`src/rtl/ser2par_frame_ctrl_if.sv`:
```
// Serial-in / parallel-out bundle for ser2par_frame_ctrl.
// master drives the serial line and consumer ready; slave is the framing controller.
interface ser2par_frame_ctrl_if #(
  parameter int DATA_WIDTH = 16
);
  logic                  din;
  logic                  din_valid;
  logic                  sof;
  logic [DATA_WIDTH-1:0] dout;
  logic                  dout_valid;
  logic                  dout_ready;
  logic                  overrun;
  logic                  clr_overrun;
  logic                  busy;
  logic                  parity_err;

  modport master (
    output din, din_valid, sof, dout_ready, clr_overrun,
    input  dout, dout_valid, overrun, busy, parity_err
  );

  modport slave (
    input  din, din_valid, sof, dout_ready, clr_overrun,
    output dout, dout_valid, overrun, busy, parity_err
  );
endinterface

```
`src/rtl/ser2par_frame_ctrl.sv`:
```
// Framing deserializer: hunts for sof, shifts DATA_WIDTH bits MSB first, holds the word for a valid/ready consumer.
// Latency: dout_valid rises 1 cycle after the last bit (parity bit when SER2PAR_PARITY_EN is defined).
// Backpressure: one holding register; a word completing while it is full and not drained is dropped and sets sticky overrun.
module ser2par_frame_ctrl #(
  parameter int DATA_WIDTH = 16
) (
  input  logic                clk,
  input  logic                resetn,
  ser2par_frame_ctrl_if.slave bus
);

  localparam int CW = (DATA_WIDTH > 2) ? $clog2(DATA_WIDTH) : 1;
  localparam logic [CW-1:0] LAST = CW'(DATA_WIDTH - 1);

`ifdef SER2PAR_PARITY_EN
  typedef enum logic [1:0] {HUNT, COLLECT, PARITY} state_t;
`else
  typedef enum logic {HUNT, COLLECT} state_t;
`endif

  state_t                state_q, state_d;
  logic [CW-1:0]         cnt_q, cnt_d;
  logic [DATA_WIDTH-1:0] shift_q, shift_d;
  logic [DATA_WIDTH-1:0] dout_q, dout_d;
  logic                  dvld_q, dvld_d;
  logic                  ovr_q, ovr_d;
  logic                  busy_q, busy_d;
  logic                  perr_q, perr_d;

  logic [DATA_WIDTH-1:0] word_c;
  logic                  perr_c;
  logic                  done_c;
  logic                  free_c;

  always_comb begin
    state_d = state_q;
    cnt_d   = cnt_q;
    shift_d = shift_q;
    word_c  = {shift_q[DATA_WIDTH-2:0], bus.din};
    perr_c  = 1'b0;
    done_c  = 1'b0;
    if (bus.din_valid) begin
      if (bus.sof) begin
        // sof always restarts the word, even mid-word, without flagging an error
        shift_d = {{(DATA_WIDTH-1){1'b0}}, bus.din};
        cnt_d   = CW'(1);
        state_d = COLLECT;
      end else begin
        unique case (state_q)
          COLLECT: begin
            shift_d = word_c;
            if (cnt_q == LAST) begin
              cnt_d = '0;
`ifdef SER2PAR_PARITY_EN
              state_d = PARITY;
`else
              state_d = HUNT;
              done_c  = 1'b1;
`endif
            end else begin
              cnt_d = cnt_q + CW'(1);
            end
          end
`ifdef SER2PAR_PARITY_EN
          PARITY: begin
            word_c  = shift_q;
            perr_c  = (^shift_q) ^ bus.din;
            done_c  = 1'b1;
            state_d = HUNT;
          end
`endif
          default: ;
        endcase
      end
    end
  end

  always_comb begin
    free_c = !dvld_q || bus.dout_ready;
    dout_d = dout_q;
    dvld_d = dvld_q;
    perr_d = perr_q;
    ovr_d  = ovr_q;
    busy_d = (state_d != HUNT);
    if (done_c && free_c) begin
      dout_d = word_c;
      perr_d = perr_c;
      dvld_d = 1'b1;
    end else if (dvld_q && bus.dout_ready) begin
      dvld_d = 1'b0;
    end
    if (done_c && !free_c) begin
      ovr_d = 1'b1;
    end else if (bus.clr_overrun) begin
      ovr_d = 1'b0;
    end
  end

  always_ff @(posedge clk) begin
    if (!resetn) begin
      state_q <= HUNT;
      cnt_q   <= '0;
      shift_q <= '0;
      dout_q  <= '0;
      dvld_q  <= 1'b0;
      ovr_q   <= 1'b0;
      busy_q  <= 1'b0;
      perr_q  <= 1'b0;
    end else begin
      state_q <= state_d;
      cnt_q   <= cnt_d;
      shift_q <= shift_d;
      dout_q  <= dout_d;
      dvld_q  <= dvld_d;
      ovr_q   <= ovr_d;
      busy_q  <= busy_d;
      perr_q  <= perr_d;
    end
  end

  assign bus.dout       = dout_q;
  assign bus.dout_valid = dvld_q;
  assign bus.overrun    = ovr_q;
  assign bus.busy       = busy_q;
  assign bus.parity_err = perr_q;

endmodule
```
`src/flat_wrapper.sv`:
```
// flat-port wrapper written by rule: the top's interface ports become plain ports
module ser2par_frame_ctrl_flat 
#(
  parameter int DATA_WIDTH = 16
)
  (clk, resetn, bus_din, bus_din_valid, bus_sof, bus_dout_ready, bus_clr_overrun, bus_dout, bus_dout_valid, bus_overrun, bus_busy, bus_parity_err);
  ser2par_frame_ctrl_if #(.DATA_WIDTH(DATA_WIDTH)) bus_i ();
  input  logic clk;
  input  logic resetn;
  input wire logic [$bits(bus_i.din)-1:0] bus_din;
  input wire logic [$bits(bus_i.din_valid)-1:0] bus_din_valid;
  input wire logic [$bits(bus_i.sof)-1:0] bus_sof;
  input wire logic [$bits(bus_i.dout_ready)-1:0] bus_dout_ready;
  input wire logic [$bits(bus_i.clr_overrun)-1:0] bus_clr_overrun;
  output wire logic [$bits(bus_i.dout)-1:0] bus_dout;
  output wire logic [$bits(bus_i.dout_valid)-1:0] bus_dout_valid;
  output wire logic [$bits(bus_i.overrun)-1:0] bus_overrun;
  output wire logic [$bits(bus_i.busy)-1:0] bus_busy;
  output wire logic [$bits(bus_i.parity_err)-1:0] bus_parity_err;
  assign bus_i.din = bus_din;
  assign bus_i.din_valid = bus_din_valid;
  assign bus_i.sof = bus_sof;
  assign bus_i.dout_ready = bus_dout_ready;
  assign bus_i.clr_overrun = bus_clr_overrun;
  assign bus_dout = bus_i.dout;
  assign bus_dout_valid = bus_i.dout_valid;
  assign bus_overrun = bus_i.overrun;
  assign bus_busy = bus_i.busy;
  assign bus_parity_err = bus_i.parity_err;
  ser2par_frame_ctrl #(.DATA_WIDTH(DATA_WIDTH)) u_core (.clk(clk), .resetn(resetn), .bus(bus_i));
endmodule
```
`config.mk`:
```
export PLATFORM = sky130hd
export DESIGN_NAME = ser2par_frame_ctrl_flat
export DESIGN_NICKNAME = d
export VERILOG_FILES = /design/src/rtl/ser2par_frame_ctrl_if.sv /design/src/rtl/ser2par_frame_ctrl.sv /design/src/flat_wrapper.sv
export SDC_FILE = /design/constraint.sdc
export NUM_CORES = 1
export LEC_CHECK = 0
export CORE_MARGIN = 2
export CORE_UTILIZATION = 50
export DETAILED_ROUTE_END_ITERATION = 8
export GPL_TIMING_DRIVEN = 0
export PLACE_DENSITY = 0.76
export SLEW_MARGIN = 20
export SYNTH_ARGS = -nofsm -noshare
export SYNTH_HDL_FRONTEND = slang
export SYNTH_SLANG_ARGS = --single-unit
```
`constraint.sdc`:
```
create_clock -name clk -period 3.4 [get_ports clk]
set_input_delay 0.34 -clock clk [delete_from_list [all_inputs] [get_ports clk]]
set_output_delay 0.34 -clock clk [all_outputs]
set_load 0.02 [all_outputs]
```
==> flow_metrics.py <==
metrics = {
    "run_status": {
        "status": "finished, final reports clean",
    },
    "yosys": {
        "ys_top_cells_by_count": "dfxtp_1, nand2_1, nor2b_1",
        "avgSynthCellArea_um2": 9.78,
        "synthesis.nets": 167,
        "synth_top_cell_area_share_pct": 48.9,
        "synth.top_cells.by_area": "dfxtp_1, mux2i_1, a22oi_1, nand2_1, nor2b_1",
        "synth_most_common_cell": "dfxtp_1",
        "yosys_register_bits": 38,
        "syn-instance-count": 159,
        "yosysTopAreaCell": "dfxtp_1",
        "yosysUniqueCellTypes": 28,
        "ys_warn_count": 0,
        "ys_seq_area_share_pct": 48.9,
        "synthesis.area_um2": 1560,
        "ys_async_sr_fraction_pct": 0,
        "synth_ff_type": "dfxtp_1",
        "synth_edf_count": 0,
    },
    "cells_and_area": {
        "layout-drive-gt1-share_pct": 8.95,
        "n_antenna_cell": 0,
        "area_delta_synth_final_pct": 21.2,
        "fillers": 271,
        "layout.nets": 198,
    },
    "drt": {
        "avgViaCountPerCell": 5.54,
        "drc_errors": 0,
        "antenna_left": 0,
        "first_pass_iters": 4,
        "dr_total_vias": 1236,
        "routed_wl_mm": 2.93,
        "drt_iter0_markers": 36,
        "wire_per_inst_um": 13.1,
    },
    "clock_network": {
        "postCtsSetupBuffers": 0,
        "cts_tree": "done",
        "clock_path_buffers": 2,
        "clock-sinks": 38,
        "cts_hold_buf": 0,
        "numCtsBuffers": 5,
        "cts_resized": 0,
        "path_clk_slew_ns": 0.10,
        "insertion_delay_ns": 0.34,
        "ctsRootBufferMaster": "clkbuf_4",
        "htreeDepth": 2,
    },
    "timing": {
        "fin_tns_setup_ns": 0,
        "max_clock_freq_ghz": 0.534,
        "finalHoldViolations": 0,
        "rsz0062_at_grt": "false",
        "max_slew_margin_pct": 66.2,
        "period_needed_ns": 1.87,
        "setup_slack_ns": 1.53,
        "fin_crit_sh_pct": 55.0,
        "finalSetupViolCount": 0,
        "worst_pin_slew_ns": 0.505,
        "skew_ns": 0.00593,
        "slew_viol_final": 0,
    },
    "placed_design": {
        "portBuffers": 24,
        "pre_cts_slack_ns": 1.29,
        "place.gp.congestion": 0.738,
        "dp_hpwl_mm": 2.14,
    },
    "worst_setup_path": {
        "cp.arrival_ns": 2.14,
        "cp-end-kind": "flip-flop",
        "cp.required_ns": 3.67,
        "crit_fanout": 10,
        "path_cells": "ha_1 -> nand3_1 -> nor3_4 -> buf_12 -> mux2i_1",
        "path_delay_family": "simple AND/OR/NAND/NOR gates",
        "slowest_delay_ns": 0.49,
        "start_kind": "flip-flop",
        "cp_slowest_cell": "nor3_4",
        "worst-setup-path-type": "flip-flop to flip-flop",
        "crit_buf_inv": 1,
    },
    "power": {
        "cellLeakagePower_uw": 0.000629,
        "irDropWorstVdd_v": 0.000289,
        "p_per_area_nw_per_um2": 374,
    },
    "grt": {
        "antenna_found_initial": 0,
        "grt_pass1_vias": 1204,
        "overflow": 0,
        "grtUsageTotal_pct": 18.8,
        "grt_max_degree": 12,
        "grt_pass1_wl_mm": 5.05,
    },
    "die": {
        "placementRows": 20,
        "die_x_um": 59.8,
        "ioPinCount": 27,
        "die_height_um": 59.8,
        "die-area_um2": 3570,
        "core_area_um2": 3000,
        "start_util_pct": 51.8,
    },
    "worst_hold_path": {
        "holdCritPathClass": "input port to flip-flop",
    },
    "job": {
        "drv_cap": 0,
    },
}
==> final cells by class <==
type	instances	area [µm²]	area share, %
Inverter	3	11.3	0.598
Timing Repair Buffer	24	240	12.7
Buffer	11	67.6	3.59
Clock buffer	5	37.5	1.99
Clock inverter	2	10.0	0.531
Tap cell	33	41.3	2.19
Sequential cell	38	761	40.4
Multi-Input combinational cell	107	716	38.0
==> power by group <==
group | leakage, µW | total [µW] | switching (µW) | internal [µW]
Sequential | 0.000307 | 451 | 3.72 | 447
Clock | 0.0000308 | 212 | 138 | 74.3
Combinational | 0.000291 | 42.3 | 24.1 | 18.3
==> kinds of logic after synthesis <==
kind of cell	after synthesis	synth area share [%]
AND/OR/NAND/NOR	60	20.8
flip-flops	38	48.9
multiplexers	17	10.9
buffers and inverters	14	5.07
AO/OA/AOI/OAI	28	13.3
other	1	0.241
adder cells (fa/ha/maj)	1	0.804
==> path summary, 6_finish.rpt <==
check / startpoint / to / slack [ns] / cells after the start
worst max-delay path: u_core.cnt_q[0]$_SDFFE_PN0P_ / u_core.bus.dout[13]$_SDFFE_PN0P_ / 1.53 / 5
worst min-delay path: resetn / u_core.bus.dout[15]$_SDFFE_PN0P_ / 0.38 / 3
worst max register to register: u_core.cnt_q[0]$_SDFFE_PN0P_ / u_core.bus.dout[13]$_SDFFE_PN0P_ / 1.53 / 5
worst min register to register: u_core.bus.dout[14]$_SDFFE_PN0P_ / u_core.bus.dout[14]$_SDFFE_PN0P_ / 0.46 / 2
==> registers in the layout, summed over array words and instances, names as in the netlist <==
name	cells
u_core.bus.dout	16
u_core.bus.dout_valid	1
u_core.bus.overrun	1
u_core.cnt_q	4
u_core.shift_q	15
u_core.state_q	1
==> metal layers <==
metal | vias to the layer above | global-route usage [%] | part of all wire (%)
met5 | - | 0 | 0
met4 | 0 | 9.52 | 1.6
met3 | 5 | 4.98 | 3.8
met2 | 25 | 31.1 | 48
met1 | 598 | 22.4 | 47
li1 | 608 | - | -
==> per-stage QoR <==
step	total power (µW)	hold WS, ns	cell area (µm²)	utilization, %	instances
5_1_grt	730	0.426	1880	62.7	223
3_3_place_gp	502	0.442	1840	61.2	216
4_1_cts	713	0.374	1880	62.7	223
6_report	706	0.380	1880	62.7	223
2_1_floorplan	487	0.438	1560	-	159
3_5_place_dp	504	0.454	1840	61.2	216
==> tightest hold or removal path, cell delays in order <==
cell and delay, ns:
clkbuf_1 0.17, nand2_1 0.11, mux2i_1 0.06
==> cells in the final DEF (no fill, tap or decap), types with 2 or more instances in the layout <==
master	instances
dfxtp_1	38
a21oi_1	2
buf_2	2
a22oi_1	17
o21a_1	2
clkdlybuf4s50_1	24
a21boi_0	2
clkbuf_4	5
nand3_1	2
clkinv_2	2
inv_1	3
buf_4	2
nand2_1	32
clkbuf_1	6
mux2i_1	17
nor2b_1	19
No activity file was read; power rests on OpenSTA's default activity.
